[config.mk]
export PLATFORM = sky130hd
export DESIGN_NAME = fifo_word_unpacker
export DESIGN_NICKNAME = d
export VERILOG_FILES = /design/src/rtl/fifo_word_unpacker.sv
export SDC_FILE = /design/constraint.sdc
export NUM_CORES = 1
export LEC_CHECK = 0
export ABC_AREA = 1
export BUFFER_PORTS_ARGS = -buffer_cell sky130_fd_sc_hd__buf_2
export CORE_ASPECT_RATIO = 1.5
export CORE_MARGIN = 5
export CORE_UTILIZATION = 58
export CTS_CLUSTER_SIZE = 8
export DETAILED_ROUTE_END_ITERATION = 6
export PLACE_DENSITY_LB_ADDON = 0.1
export SLEW_MARGIN = 20
export SYNTH_ARGS = -nofsm -noshare
export SYNTH_HDL_FRONTEND = slang
export SYNTH_SLANG_ARGS = --single-unit
[constraint.sdc]
create_clock -name clk -period 4 [get_ports clk]
set_input_delay 0.6 -clock clk [delete_from_list [all_inputs] [get_ports clk]]
set_output_delay 0.6 -clock clk [all_outputs]
set_load 0.05 [all_outputs]
[src/rtl/fifo_word_unpacker.sv]
// Pops 32-bit words from a synchronous FIFO and emits them as narrow valid/ready beats, LSB beat first.
// Latency: first beat valid 3 cycles after IDLE sees a non-empty FIFO; 2-cycle bubble between words; stalls hold beats stable.
module fifo_word_unpacker #(
    parameter int DATA_WIDTH = 32,
    parameter int OUT_WIDTH  = 8,
    parameter int CNT_WIDTH  = 16
) (
    input  logic                  clk,
    input  logic                  rst,
    input  logic                  en,
    input  logic                  fifo_e,
    input  logic [DATA_WIDTH-1:0] fifo_data,
    output logic                  fifo_cs,
    output logic                  fifo_rd_enb,
    output logic                  m_valid,
    input  logic                  m_ready,
    output logic [OUT_WIDTH-1:0]  m_data,
    output logic                  m_last,
    output logic                  busy,
    output logic [CNT_WIDTH-1:0]  word_cnt
);

    localparam int BEATS = DATA_WIDTH / OUT_WIDTH;
    localparam int BW    = (BEATS > 2) ? $clog2(BEATS) : 1;
    localparam logic [BW-1:0] LAST_BEAT = BW'(BEATS - 1);
    localparam logic [BW-1:0] PREV_BEAT = BW'(BEATS - 2);

    typedef enum logic [1:0] {
        IDLE    = 2'd0,
        REQ     = 2'd1,
        CAPTURE = 2'd2,
        SEND    = 2'd3
    } state_t;

    state_t                 state_q;
    logic [DATA_WIDTH-1:0]  shift_q;
    logic [BW-1:0]          beat_q;
    logic                   fifo_cs_q;
    logic                   fifo_rd_enb_q;
    logic                   m_valid_q;
    logic [OUT_WIDTH-1:0]   m_data_q;
    logic                   m_last_q;
    logic                   busy_q;
    logic [CNT_WIDTH-1:0]   word_cnt_q;

    logic fetch_d;
    assign fetch_d = en && !fifo_e;

    always_ff @(posedge clk or negedge rst) begin
        if (!rst) begin
            state_q       <= IDLE;
            shift_q       <= '0;
            beat_q        <= '0;
            fifo_cs_q     <= 1'b0;
            fifo_rd_enb_q <= 1'b0;
            m_valid_q     <= 1'b0;
            m_data_q      <= '0;
            m_last_q      <= 1'b0;
            busy_q        <= 1'b0;
            word_cnt_q    <= '0;
        end else begin
            case (state_q)
                IDLE: begin
                    if (fetch_d) begin
                        state_q       <= REQ;
                        fifo_cs_q     <= 1'b1;
                        fifo_rd_enb_q <= 1'b1;
                        busy_q        <= 1'b1;
                    end
                end
                REQ: begin
                    state_q       <= CAPTURE;
                    fifo_cs_q     <= 1'b0;
                    fifo_rd_enb_q <= 1'b0;
                end
                CAPTURE: begin
                    // FIFO data_out is valid now, one cycle after the read pulse
                    state_q   <= SEND;
                    shift_q   <= fifo_data;
                    beat_q    <= '0;
                    m_data_q  <= fifo_data[OUT_WIDTH-1:0];
                    m_valid_q <= 1'b1;
                    m_last_q  <= 1'b0;
                end
                SEND: begin
                    if (m_ready) begin
                        shift_q  <= shift_q >> OUT_WIDTH;
                        beat_q   <= beat_q + BW'(1);
                        m_data_q <= shift_q[2*OUT_WIDTH-1:OUT_WIDTH];
                        m_last_q <= (beat_q == PREV_BEAT);
                        if (beat_q == LAST_BEAT) begin
                            word_cnt_q <= word_cnt_q + CNT_WIDTH'(1);
                            m_valid_q  <= 1'b0;
                            m_last_q   <= 1'b0;
                            if (fetch_d) begin
                                state_q       <= REQ;
                                fifo_cs_q     <= 1'b1;
                                fifo_rd_enb_q <= 1'b1;
                            end else begin
                                state_q <= IDLE;
                                busy_q  <= 1'b0;
                            end
                        end
                    end
                end
                default: begin
                    state_q <= IDLE;
                    busy_q  <= 1'b0;
                end
            endcase
        end
    end

    assign fifo_cs     = fifo_cs_q;
    assign fifo_rd_enb = fifo_rd_enb_q;
    assign m_valid     = m_valid_q;
    assign m_data      = m_data_q;
    assign m_last      = m_last_q;
    assign busy        = busy_q;
    assign word_cnt    = word_cnt_q;

endmodule

**After elaboration in Yosys (flattened, before gate mapping)**

Index checks and enable logic that the tools add are counted.

- Bits in registers: 65
- Logic and storage cells: 63

- Add/subtract/negate cells: 2
- Eq/ne operators: 9
- Multiplexer cells: 30
- Reduce and logical (&&, ||, !) cells: 12

Operators by type and width:

| operator | count |
|---|---|
| one-hot mux 32 bit (2 select lines) | 1 |
| 2-to-1 mux 32 bit | 1 |
| adder 16 x 1 -> 16 bit (second input constant) | 1 |
| one-hot mux 8 bit (2 select lines) | 1 |
| 2-to-1 mux 1 bit | 15 |
| AND reduction 3 bit | 4 |
| == test 2 bit (second input constant) | 4 |
| 2-to-1 mux 2 bit | 4 |
| 2-to-1 mux 8 bit | 1 |
| inequality test 2 bit (second input constant) | 4 |
| one-hot mux 2 bit (4 select lines) | 1 |
| one-hot mux 1 bit (2 select lines) | 3 |
| one-hot mux 1 bit (3 select lines) | 2 |
| AND reduction 5 bit | 1 |
| one-hot mux 2 bit (2 select lines) | 1 |
| nonzero test 2 bit | 2 |
| nonzero test 3 bit | 1 |
| adder 2 x 1 -> 2 bit (second input constant) | 1 |
| == test 2 x 1 -> 1 bit (second input constant) | 1 |
| zero test 2 bit | 1 |
| AND reduction 2 bit | 1 |
| logical AND 1 bit | 1 |
| zero test 1 bit | 1 |

**Depth between registers and ports, before layout**

- Word-level depth: 6
- Mapped depth: 8
- Gate-level depth less buffers: 8

**Least setup slack after synthesis**

No wires, ideal clock.

- Path type: flip-flop to flip-flop
- Start point: register word_cnt_q[0], in the netlist word_cnt[0]
- End point: register word_cnt_q[14], in the netlist word_cnt[14]
- Library setup time: 0.119 ns
- Arrival time: 1.432 ns
- Setup slack: 2.449 ns
- Cell stages (with the launch flop): 9
- Buffers on the path: 0
- Clock period less this slack: 1.551 ns
- Cells stage by stage: dfrtp_1 -> ha_1 -> inv_1 -> nor2_4 -> nand2_2 -> nor2_4 -> nand2_1 -> nand2_1 -> nand2_1

- Longest elaborated chain between the ends: 1

RTL lines:

| element | RTL line | text |
|---|---|---|
| from (decl) | 44 | `logic [CNT_WIDTH-1:0] word_cnt_q;` |
| from (signal assigned) | 92 | `word_cnt_q <= word_cnt_q + CNT_WIDTH'(1);` |
| adder 16 x 1 -> 16 bit | 92 |  |

Every way passes these cells.
A chain may end at the register's enable or synchronous reset.

**Worst setup path in the final report**

- Start point: register state_q[0]
- End point: register shift_q[20]

- Longest elaborated chain between the ends: 3
- Elaborated cells between the ends (all ways): 6

RTL lines:

| element | RTL line | text |
|---|---|---|
| from (decl) | 35 | `state_t state_q;` |
| from (signal assigned) | 51 | `state_q <= IDLE;` |
| from (signal assigned) | 65 | `state_q <= REQ;` |
| from (signal assigned) | 72 | `state_q <= CAPTURE;` |
| == test 2 bit | 62 | `case (state_q)` |
| inequality test 2 bit (no line) / nonzero test 2 bit (equally long branches) | - |  |
| AND reduction 2 bit (no line) | - |  |
| to (signal assigned) | 79 | `shift_q <= fifo_data;` |
| to (signal assigned) | 87 | `shift_q <= shift_q >> OUT_WIDTH;` |
| to (decl) | 36 | `logic [DATA_WIDTH-1:0] shift_q;` |

Several ways; a longest one is shown, not always the timed one.

==> impl_metrics.csv <==
group,metric,value,unit
critical_path,critPathSlowestCell,"nand2_2",
clock_tree,ctsResizeCount,0,
critical_path,endpoint_kind,"register",
power_and_ir_drop,p_leak,1.70,nW
run,drv_cap,0,
clock_tree,cts_hold_buf,0,
floorplan,num_io_pins,66,
critical_path,max_stage_delay,0.70,ns
floorplan,die_x,66.8,um
grt,grt_pass1_wl,9600,um
power_and_ir_drop,combPwrFrac,0.408,
critical_path,cp_top_family,"simple AND/OR/NAND/NOR gates",
synthesis,synth-seq-cells,57,
final_layout,seq_area,1430,um2
placed_design,preCtsSetupSlack,1.28,ns
sta,min_period_over_period,0.694,
final_layout,diodes,0,
sta,hold_viol,0,
clock_tree,post_cts_buffers,0,
final_layout,nets,417,
power_and_ir_drop,pwr-share-clk,0.217,
floorplan,std_cell_rows,31,
final_layout,drive_gt1_frac,0.245,
final_layout,final_util,0.685,
power_and_ir_drop,power,2.38,mW
grt,grt_pass1_vias,2215,
sta,drv_slew,0,
grt,grt_overflow,0,
sta,slew_headroom,0.485,
synthesis,synth.avg_cell_area,8.92,um2
clock_tree,cts_root_buffer,"clkbuf_8",
clock_tree,cts_buffers,9,
synthesis,ys_seq_area_frac,0.508,
synthesis,postSynthNetCount,361,
critical_path,critPathKind,"register to register",
routing,routed_wl,5470,um
floorplan,dieArea,6360,um2
critical_path,r2r_cells,7,
synthesis,syn_inst,315,
routing,drt-pass1-iter-count,4,
critical_path,cp.depth,7,
final_layout,area_growth,16.4,%
grt,global_route.usage.total,0.199,
synthesis,synth_cell_type_count,28,
sta,post-route-min-period,2.77,ns
floorplan,die_h,95.2,um
clock_tree,cts_tree,"done",
final_layout,n_fill_cell,425,
routing,first_iter_violations,69,
grt,grt_max_degree,58,
routing,antenna_left,0,
sta,max_freq,360,MHz
power_and_ir_drop,irDropWorstVdd,0.000502,V
critical_path,critPathRequiredTime,4.24,ns
floorplan,initial_core_util,0.589,
floorplan,coreArea,4770,um2
critical_path,cp_max_fo,48,
critical_path,path_buf_inv,2,
power_and_ir_drop,switching_power,1.01,mW
sta,setup_viol,0,
placed_design,portBuffers,65,
sta,fin_tns_setup,0,ns
routing,num_vias,2189,
routing,drc,0,
final_layout,mostFrequentLayoutCells,"nand2_1 (89), buf_2 (65), dfrtp_1 (57), nor2_1 (33)",
sta,setup_slack,1.23,ns
grt,antenna_found_initial,0,
critical_path,arrival,3.01,ns
power_and_ir_drop,swShare,0.423,
synthesis,syn_area,2810,um2
power_and_ir_drop,sequentialPowerShare,0.376,
sta,rsz0062_at_grt,"false",
outcome,status,"complete, no violations",
critical_path,path_cells,"ha_1 > buf_4 > inv_2 > nand2_1 > nand2_2 > nor2_1 > a31oi_1",
final_layout,mostFrequentLayoutCell,"nand2_1",
clock_tree,clk_pin_slew,0.06,ns
clock_tree,h-tree-depth,3,
routing,wl_per_cell,12.4,um
final_layout,multi_input_area,1170,um2
placed_design,gp_congestion,0.768,
sta,clock_skew,0.00716,ns
clock_tree,cts_sinks,57,
placed_design,dp_hpwl,3830,um
clock_tree,max-clock-path-buffers,2,
power_and_ir_drop,internal-power,1.37,mW
sta,worstMarginPinSlew,0.770,ns
clock_tree,clk_latency,0.33,ns
power_and_ir_drop,cellPowerDensity,727,nW/um2
synthesis,ys_warn_count,0,
routing,viasPerCell,4.95,
min_path,hp-class,"primary input to async pin",
critical_path,start_kind,"register",
==> Yosys cell counts <==
master / n / share of area
a21oi_1: 3 / 0.0053
a31oi_1: 24 / 0.053
and2_1: 1 / 0.0022
buf_2: 4 / 0.0071
buf_4: 11 / 0.029
buf_6: 3 / 0.012
clkbuf_1: 4 / 0.0053
dfrtp_1: 57 / 0.51
ha_1: 9 / 0.040
inv_1: 14 / 0.019
inv_2: 1 / 0.0013
mux2_2: 1 / 0.0040
nand2_1: 89 / 0.12
nand2_2: 3 / 0.0067
nand2_4: 1 / 0.0040
nand3_1: 24 / 0.043
nand3_4: 1 / 0.0062
nand3b_1: 3 / 0.0080
nand4_1: 4 / 0.0089
nor2_1: 33 / 0.044
nor2_4: 3 / 0.012
nor2_8: 1 / 0.0071
nor3_1: 3 / 0.0053
o211ai_1: 1 / 0.0027
o21ai_0: 7 / 0.012
xnor2_1: 5 / 0.016
xor2_1: 4 / 0.012
xor2_2: 1 / 0.0058
==> through the flow <==
stage	cell area [um2]	hold slack, ns	std cells
floorplan	2810	0.304	315
global route	3270	0.471	442
detailed placement	3080	0.470	426
finish	3270	0.398	442
global placement	3080	0.462	426
CTS	3270	0.424	442
==> per-layer routing <==
layer,wire length (um),track usage
met3,268,0.0330
met4,116,0.110
met5,0,0
met1,2310,0.239
met2,2780,0.333
==> kinds of logic (layout without fill, tap and decap cells) <==
group	after synthesis	in the layout	share of synthesized area
and+or+nand+nor	166	166	0.266
DFF	57	57	0.508
buffers and inverters	37	98	0.0739
AOI/OAI and AO/OA	35	35	0.0739
xor gates and xnor gates	10	10	0.0339
adders and majority gates	9	9	0.0401
muxes	1	1	0.00401
==> sequential cells by signal, indices dropped and copies added (netlist names) <==
signal and count:
beat_q 2, fifo_rd_enb 1, word_cnt 16, busy 1, state_q 2, m_valid 1, m_last 1, fifo_cs 1
shift_q 32
==> power by group through the flow <==
stage	Combinational (mW)	Sequential [mW]	Clock [mW]
2_1_floorplan	0.815	0.962	0
3_3_place_gp	0.943	0.898	0
3_5_place_dp	0.969	0.903	0
4_1_cts	0.977	0.894	0.524
5_1_grt	1.09	0.919	0.553
6_report	0.968	0.893	0.515
==> worst paths after layout <==
kind / end / slack (ns) / startpoint
setup / recovery: shift_q[20] / 1.23 / state_q[0]
hold / removal: shift_q[2] / 0.40 / rst
setup reg to reg: shift_q[20] / 1.23 / state_q[0]
hold reg to reg: busy / 0.48 / busy
max in group asynchronous: fifo_rd_enb / 3.13 / rst
min in group clk: busy / 0.48 / busy
==> layout make-up <==
cell class,count,share of cell area
Sequential cell,57,0.436
Multi-Input combinational cell,221,0.359
Timing Repair Buffer,67,0.104
Clock buffer,13,0.0455
Tap cell,66,0.0253
Inverter,15,0.0172
Clock inverter,3,0.0122
(Power assumes the default switching activity.)
